<file path="src/rtl/stream_upsizer_pkg.sv">
// Shared types and limits for the stream upsizer.
package stream_upsizer_pkg;

  typedef enum logic {
    FILL = 1'b0,
    HOLD = 1'b1
  } state_e;

  localparam int MaxRatio = 16;

endpackage

</file>
<file path="src/rtl/stream_upsizer_flushable.sv">
// Packs Ratio narrow beats into one wide word with per-slot strobes; last_i closes early, flush_i drops all.
// Optional STREAM_UPSIZER_BACK2BACK_EN: accept a new beat in the same cycle the held word leaves.
module stream_upsizer_flushable
  import stream_upsizer_pkg::*;
#(
  parameter type T     = logic [7:0],
  parameter int  Ratio = 4,
  parameter int  IdxW  = $clog2(Ratio)
) (
  input  logic                    clk_i,
  input  logic                    rst_ni,
  input  logic                    flush_i,
  input  logic                    valid_i,
  output logic                    ready_o,
  input  T                        data_i,
  input  logic                    last_i,
  output logic                    valid_o,
  input  logic                    ready_i,
  output logic [Ratio*$bits(T)-1:0] data_o,
  output logic [Ratio-1:0]        strb_o,
  output logic                    last_o
);

  localparam int TW = $bits(T);
  localparam logic [IdxW-1:0] LastIdx = IdxW'(Ratio - 1);

  if (Ratio < 2 || Ratio > MaxRatio) begin : g_bad_ratio
    $error("stream_upsizer_flushable: Ratio must be within 2..%0d", MaxRatio);
  end
  if (IdxW != $clog2(Ratio)) begin : g_bad_idxw
    $error("stream_upsizer_flushable: IdxW is derived and must not be overridden");
  end

  state_e                     state_q;
  logic [IdxW-1:0]            idx_q;
  logic [Ratio-1:0][TW-1:0]   data_q;
  logic [Ratio-1:0]           strb_q;
  logic                       last_q;

  logic accept, xfer;

  assign valid_o = (state_q == HOLD);
`ifdef STREAM_UPSIZER_BACK2BACK_EN
  assign ready_o = !valid_o || ready_i;
`else
  assign ready_o = !valid_o;
`endif

  assign accept = valid_i && ready_o && !flush_i;
  assign xfer   = valid_o && ready_i;

  assign data_o = data_q;
  assign strb_o = strb_q;
  assign last_o = last_q;

  // A transfer clears the word first; a same-cycle beat then overrides slot 0,
  // which is where idx_q always points while holding.
  always_ff @(posedge clk_i or negedge rst_ni) begin
    if (!rst_ni) begin
      state_q <= FILL;
      idx_q   <= '0;
      data_q  <= '0;
      strb_q  <= '0;
      last_q  <= 1'b0;
    end else if (flush_i) begin
      state_q <= FILL;
      idx_q   <= '0;
      data_q  <= '0;
      strb_q  <= '0;
      last_q  <= 1'b0;
    end else begin
      if (xfer) begin
        state_q <= FILL;
        data_q  <= '0;
        strb_q  <= '0;
        last_q  <= 1'b0;
      end
      if (accept) begin
        data_q[idx_q] <= data_i;
        strb_q[idx_q] <= 1'b1;
        if (idx_q == LastIdx || last_i) begin
          state_q <= HOLD;
          last_q  <= last_i;
          idx_q   <= '0;
        end else begin
          idx_q <= idx_q + 1'b1;
        end
      end
    end
  end

`ifndef SYNTHESIS
  a_flush_no_valid: assert property (@(posedge clk_i) disable iff (!rst_ni) flush_i |-> !valid_i);
`endif

endmodule

</file>
<file path="config.mk">
export PLATFORM = sky130hd
export DESIGN_NAME = stream_upsizer_flushable
export DESIGN_NICKNAME = d
export VERILOG_FILES = /design/src/rtl/stream_upsizer_pkg.sv /design/src/rtl/stream_upsizer_flushable.sv
export SDC_FILE = /design/constraint.sdc
export NUM_CORES = 1
export LEC_CHECK = 0
export BUFFER_PORTS_ARGS = -buffer_cell sky130_fd_sc_hd__buf_2
export CAP_MARGIN = 20
export CELL_PAD_IN_SITES_DETAIL_PLACEMENT = 0
export CELL_PAD_IN_SITES_GLOBAL_PLACEMENT = 1
export CORE_UTILIZATION = 35
export DETAILED_ROUTE_END_ITERATION = 12
export PLACE_DENSITY_LB_ADDON = 0.1
export SYNTH_ARGS = -nofsm -noshare
export SYNTH_HDL_FRONTEND = slang
export SYNTH_SLANG_ARGS = --single-unit
</file>
<file path="constraint.sdc">
create_clock -name clk_i -period 1.5 [get_ports clk_i]
set_input_delay 0.3 -clock clk_i [delete_from_list [all_inputs] [get_ports clk_i]]
set_output_delay 0.3 -clock clk_i [all_outputs]
set_load 0.01 [all_outputs]
</file>
After elaboration in Yosys (flattened, before gate mapping)
Cells that the tools add are included.
Storage, ports and cells
  flip-flop bits (word level): 40
  bits of input ports: 14
  output and inout port bits: 39
Cells by class
  equality and inequality tests: 1
  order comparisons: 2
  mux-type cells: 24
  reductions and logical operators: 8
  $add $sub $neg: 1
  bitwise operators: 1
Operator list (number)
  $mux W32: 4
  $bwmux W32: 1
  $demux W8 S2: 1
  $mux W4: 4
  $mux W1: 9
  $mux W8: 1
  $mux W2: 3
  $logic_and A1 B1 Y1: 4
  $or A4 B4 Y4: 1
  $lt A2 B3 Y1 const B: 1
  $add A2 B1 Y2 const B: 1
  $demux W1 S2: 1
  $eq A2 B2 Y1 const B: 1
  $ge A2 B1 Y1 const B: 1
  $logic_not A1 Y1: 2
  $reduce_bool A2 Y1: 1
  $logic_or A1 B1 Y1: 1

Longest topological paths before layout
  depth after elaboration: 7
  depth in mapped cells: 6
  gate-level depth less buffers: 5

Worst setup path after synthesis
Ideal clock, no wire load.
  path type: reg2reg
  start: reg state_q, in the netlist valid_o
  end: reg data_q (netlist bit data_o[30])
  arrival: 1084 ps
  required time: 1379 ps
  slack: 295 ps
  library setup time: 121 ps
  stages on the path, launching flop included: 6
  cell sequence: dfrtp_1 > buf_6 > nand4bb_4 > buf_6 > nand3_1 > o21ai_1
Between the ends
  word-level cells in the longest chain between the ends: 6
RTL lines
  start, declared: RTL line stream_upsizer_flushable.sv:34  | state_e state_q;
  start signal, assigned: RTL line stream_upsizer_flushable.sv:60  | state_q <= FILL;
  start signal, assigned: RTL line stream_upsizer_flushable.sv:66  | state_q <= FILL;
  start signal, assigned: RTL line stream_upsizer_flushable.sv:73  | state_q <= FILL;
  $logic_and A1 B1 Y1: RTL line stream_upsizer_flushable.sv:50  | assign xfer = valid_o && ready_i;
  $mux W32: RTL line stream_upsizer_flushable.sv:72  | if (xfer) begin
  $mux W32: RTL line stream_upsizer_flushable.sv:65  | end else if (flush_i) begin
  $bwmux W32: RTL line stream_upsizer_flushable.sv:79  | data_q[idx_q] <= data_i;
  $mux W32 (*): RTL line stream_upsizer_flushable.sv:78  | if (accept) begin
  $mux W32 (*): RTL line stream_upsizer_flushable.sv:65
  end signal, assigned by index: RTL line stream_upsizer_flushable.sv:79
  end, declared: RTL line stream_upsizer_flushable.sv:36  | logic [Ratio-1:0][TW-1:0] data_q;
Mark *: on every way between the ends. The rest lies on a longest branch, timed or not. The select of a mux whose other input is x is not followed.
A chain may end at the register's enable or synchronous reset.

Final worst setup path
  start: reg state_q, in the netlist valid_o
  end: out ready_o
Between the ends
  word-level cells in the longest chain between the ends: 1
RTL lines
  $logic_not A1 Y1: RTL line stream_upsizer_flushable.sv:46  | assign ready_o = !valid_o;
  end, declared: RTL line stream_upsizer_flushable.sv:14  | output logic ready_o,
No other way between the ends.

==> qor.yml <==
status: "finished, final reports clean"
synth_seq_area_share_pct: 56.86
die_area_mm2: 0.005317
path_clk_slew_ns: 0.08
cts_tree: "yes"
htreeDepth: 2
fin_total_pwr_mw: 2.100
r2r_slack_ns: 0.13
timing.rr.end: "data_o[24]$_DFF_PN0_"
fin_nets: 244
p_sw_share_pct: 25.55
peakVddDrop_uv: 363.8
worst_ep_required_time_ns: 1.20
whs_path_depth: 3
antenna_found_initial: 0
synth_area_mm2: 0.001760
max_slew_margin_pct: 72.56
clk_path_buf_depth: 2
drc: 0
hold_ws_ns: 0.2109
slew_violations: 0
wirelength_um: 4315
overflow: 0
p_int_mw: 1.563
fmax_ghz: 0.7091
path_delay_family: "flip-flops"
yosys_warnings: 0
seqPwrFrac_pct: 53.5
worst_slew_pin_slew_ns: 0.4116
dpl.hpwl_um: 3053
startpoint_type: "register"
p_leak_nw: 1.144
numCtsBuffers: 5
die_h_um: 72.92
cts_setup_buffers: 0
synth_area_per_cell_um2: 10.42
cts_resized: 0
core_area_mm2: 0.004786
io_buffers: 52
routedWlPerCell_um: 14.68
setup_viol: 0
antenna_left: 0
ys_seq_elements: 40
final_area_mm2: 0.002203
drt_first_pass_iters: 4
rr_worst_depth: 4
start_util_pct: 36.78
gp_congestion: 0.7258
first_iter_violations: 64
grt_pass1_vias: 1330
num_vias: 1418
synthArstFlopShare_pct: 100.0
syn_nets: 187
place_area_mm2: 0.002100
maxCapViolCount: 0
num_rows: 25
hold_start: "data_i[5]"
power.switching_mw: 0.5365
cp_slowest_cell: "dfrtp_1"
clk-insertion-delay-late_ns: 0.30
nFillCells: 477
final_hold_viol_count: 0
reg2reg_from: "idx_q[0]$_DFFE_PN0P_"
regArea_mm2: 0.001001
viasPerCell: 4.823
slowest_delay_ns: 0.56
fin_skew_ns: 0.01118
cts_hold_buf: 1
die_w_um: 72.92
cp_max_fo: 13
grt_max_degree: 39
grt_usage_pct: 18.01
power_frac_comb_pct: 10.5
drive_gt1_share_pct: 31.72
io_pins: 53
grt_first_pass_wirelength_um: 6969
end_kind: "output pin"
multi_input_area_um2: 658.1
yosysUniqueCellTypes: 23
path_cells: "inv_1 > buf_2"
clockRootBuffer: "clkbuf_8"
grt_setup_unrepaired: "false"
synth_edf_count: 0
clock-sinks: 40
area_delta_synth_final_pct: 25.16
synthCells: 169
setup_tns_ns: 0
diodes: 0
synth_top_flop_cell: "dfrtp_1"
power_frac_clock_pct: 36.0
worst-path-buf-inv: 2
powerDensity_mw_per_mm2: 953.1
setup.worst_path.class: "register to output pin"
crit_arrival_ns: 1.11
fin_crit_ns: 1.410
period_share_pct: 94.02
hp-class: "primary input to register"
hold_end: "data_o[21]$_DFF_PN0_"
[tightest hold or removal path, cell delays in order]
cell	delay, ns
buf_2	0.09
nand2_1	0.04
nand2_1	0.05
[synth_stat cells, drive strengths merged (3+ instances only)]
cell / instances / area share [%]
a21oi: 3 / 1.1
buf: 9 / 4.6
dfrtp: 40 / 57
ha: 4 / 2.8
inv: 3 / 0.64
nand2: 26 / 5.5
nand2b: 10 / 3.6
nand3: 35 / 10
nand4bb: 4 / 3.8
o21ai: 26 / 7.4
[final cells by class]
type,count,share of cell area (%)
sequential,40,45.43
multi-input combinational,115,29.87
timing repair buffer,61,16.13
clock buffer,7,3.918
tap,67,3.805
inverter,3,0.5111
clock inverter,1,0.3407
[through the flow]
stage                     setup slack (ns)  utilization (%)  std cells
after floorplan                     0.2947                -        169
after global placement              0.1821            43.87        285
after detailed placement            0.1634            43.87        285
after CTS                          0.09574            46.04        294
after global routing             0.0006769            46.04        294
final                              0.08969            46.04        294
[per-layer routing]
| metal | up-vias | wire length, um | global-route usage [%] |
|---|---|---|---|
| met5 | - | 0 | 0 |
| met4 | 0 | 65 | 6.536 |
| met3 | 6 | 163 | 4.558 |
| met2 | 32 | 1979 | 28.14 |
| met1 | 677 | 2106 | 24.29 |
| li1 | 703 | - | - |
[worst max-delay path by stage]
stage | end | depth (start not counted) | slack, ns | from
global route | ready_o | 2 | 0.0007 | valid_o$_DFF_PN0_
finish | ready_o | 2 | 0.09 | valid_o$_DFF_PN0_
global placement | data_o[24]$_DFF_PN0_ | 4 | 0.18 | idx_q[1]$_DFFE_PN0P_
floorplan | data_o[30]$_DFF_PN0_ | 5 | 0.29 | valid_o$_DFF_PN0_
detailed placement | data_o[24]$_DFF_PN0_ | 4 | 0.16 | idx_q[0]$_DFFE_PN0P_
CTS | ready_o | 2 | 0.1 | valid_o$_DFF_PN0_
[layout by cell type (no fill, tap or decap)]
cell type	Yosys	layout
and4bb_2	2	2
clkinvlp_4	0	1
nand4bb_1	2	2
buf_12	0	2
clkbuf_1	1	1
ha_1	4	4
nand3_1	35	35
a21boi_0	1	1
a21oi_2	1	1
dlygate4sd3_1	0	1
a21oi_1	2	2
nor2b_1	1	1
inv_1	3	3
nand4bb_2	1	1
dfrtp_1	40	40
nand3b_1	2	2
nor2_1	1	1
buf_2	2	52
o21ai_0	4	4
clkbuf_8	0	6
o21ai_1	22	22
nand4bb_4	1	1
nand2b_1	10	10
buf_4	2	6
nand2_1	26	26
[cell families (layout without fill, tap and decap cells)]
family	Yosys count	after routing	synth area share [%]
flip-flops	40	40	56.86
AO/OA/AOI/OAI	30	30	8.885
AND/OR/NAND/NOR	81	81	25.66
buffers and inverters	14	72	5.756
adder cells (fa/ha/maj)	4	4	2.843
[flip-flops by register name (all words and copies together) (netlist names)]
signal / count
data_o: 32
idx_q: 2
last_o: 1
strb_o: 4
valid_o: 1
[power by group through the flow]
| stage | logic (mW) | registers, mW | clock network (mW) |
|---|---|---|---|
| 2_1_floorplan | 0.107 | 1.15 | 0 |
| 3_3_place_gp | 0.217 | 1.14 | 0 |
| 3_5_place_dp | 0.222 | 1.15 | 0 |
| 4_1_cts | 0.224 | 1.12 | 0.767 |
| 5_1_grt | 0.244 | 1.13 | 0.820 |
| 6_report | 0.221 | 1.12 | 0.755 |
(Power assumes the default switching activity.)
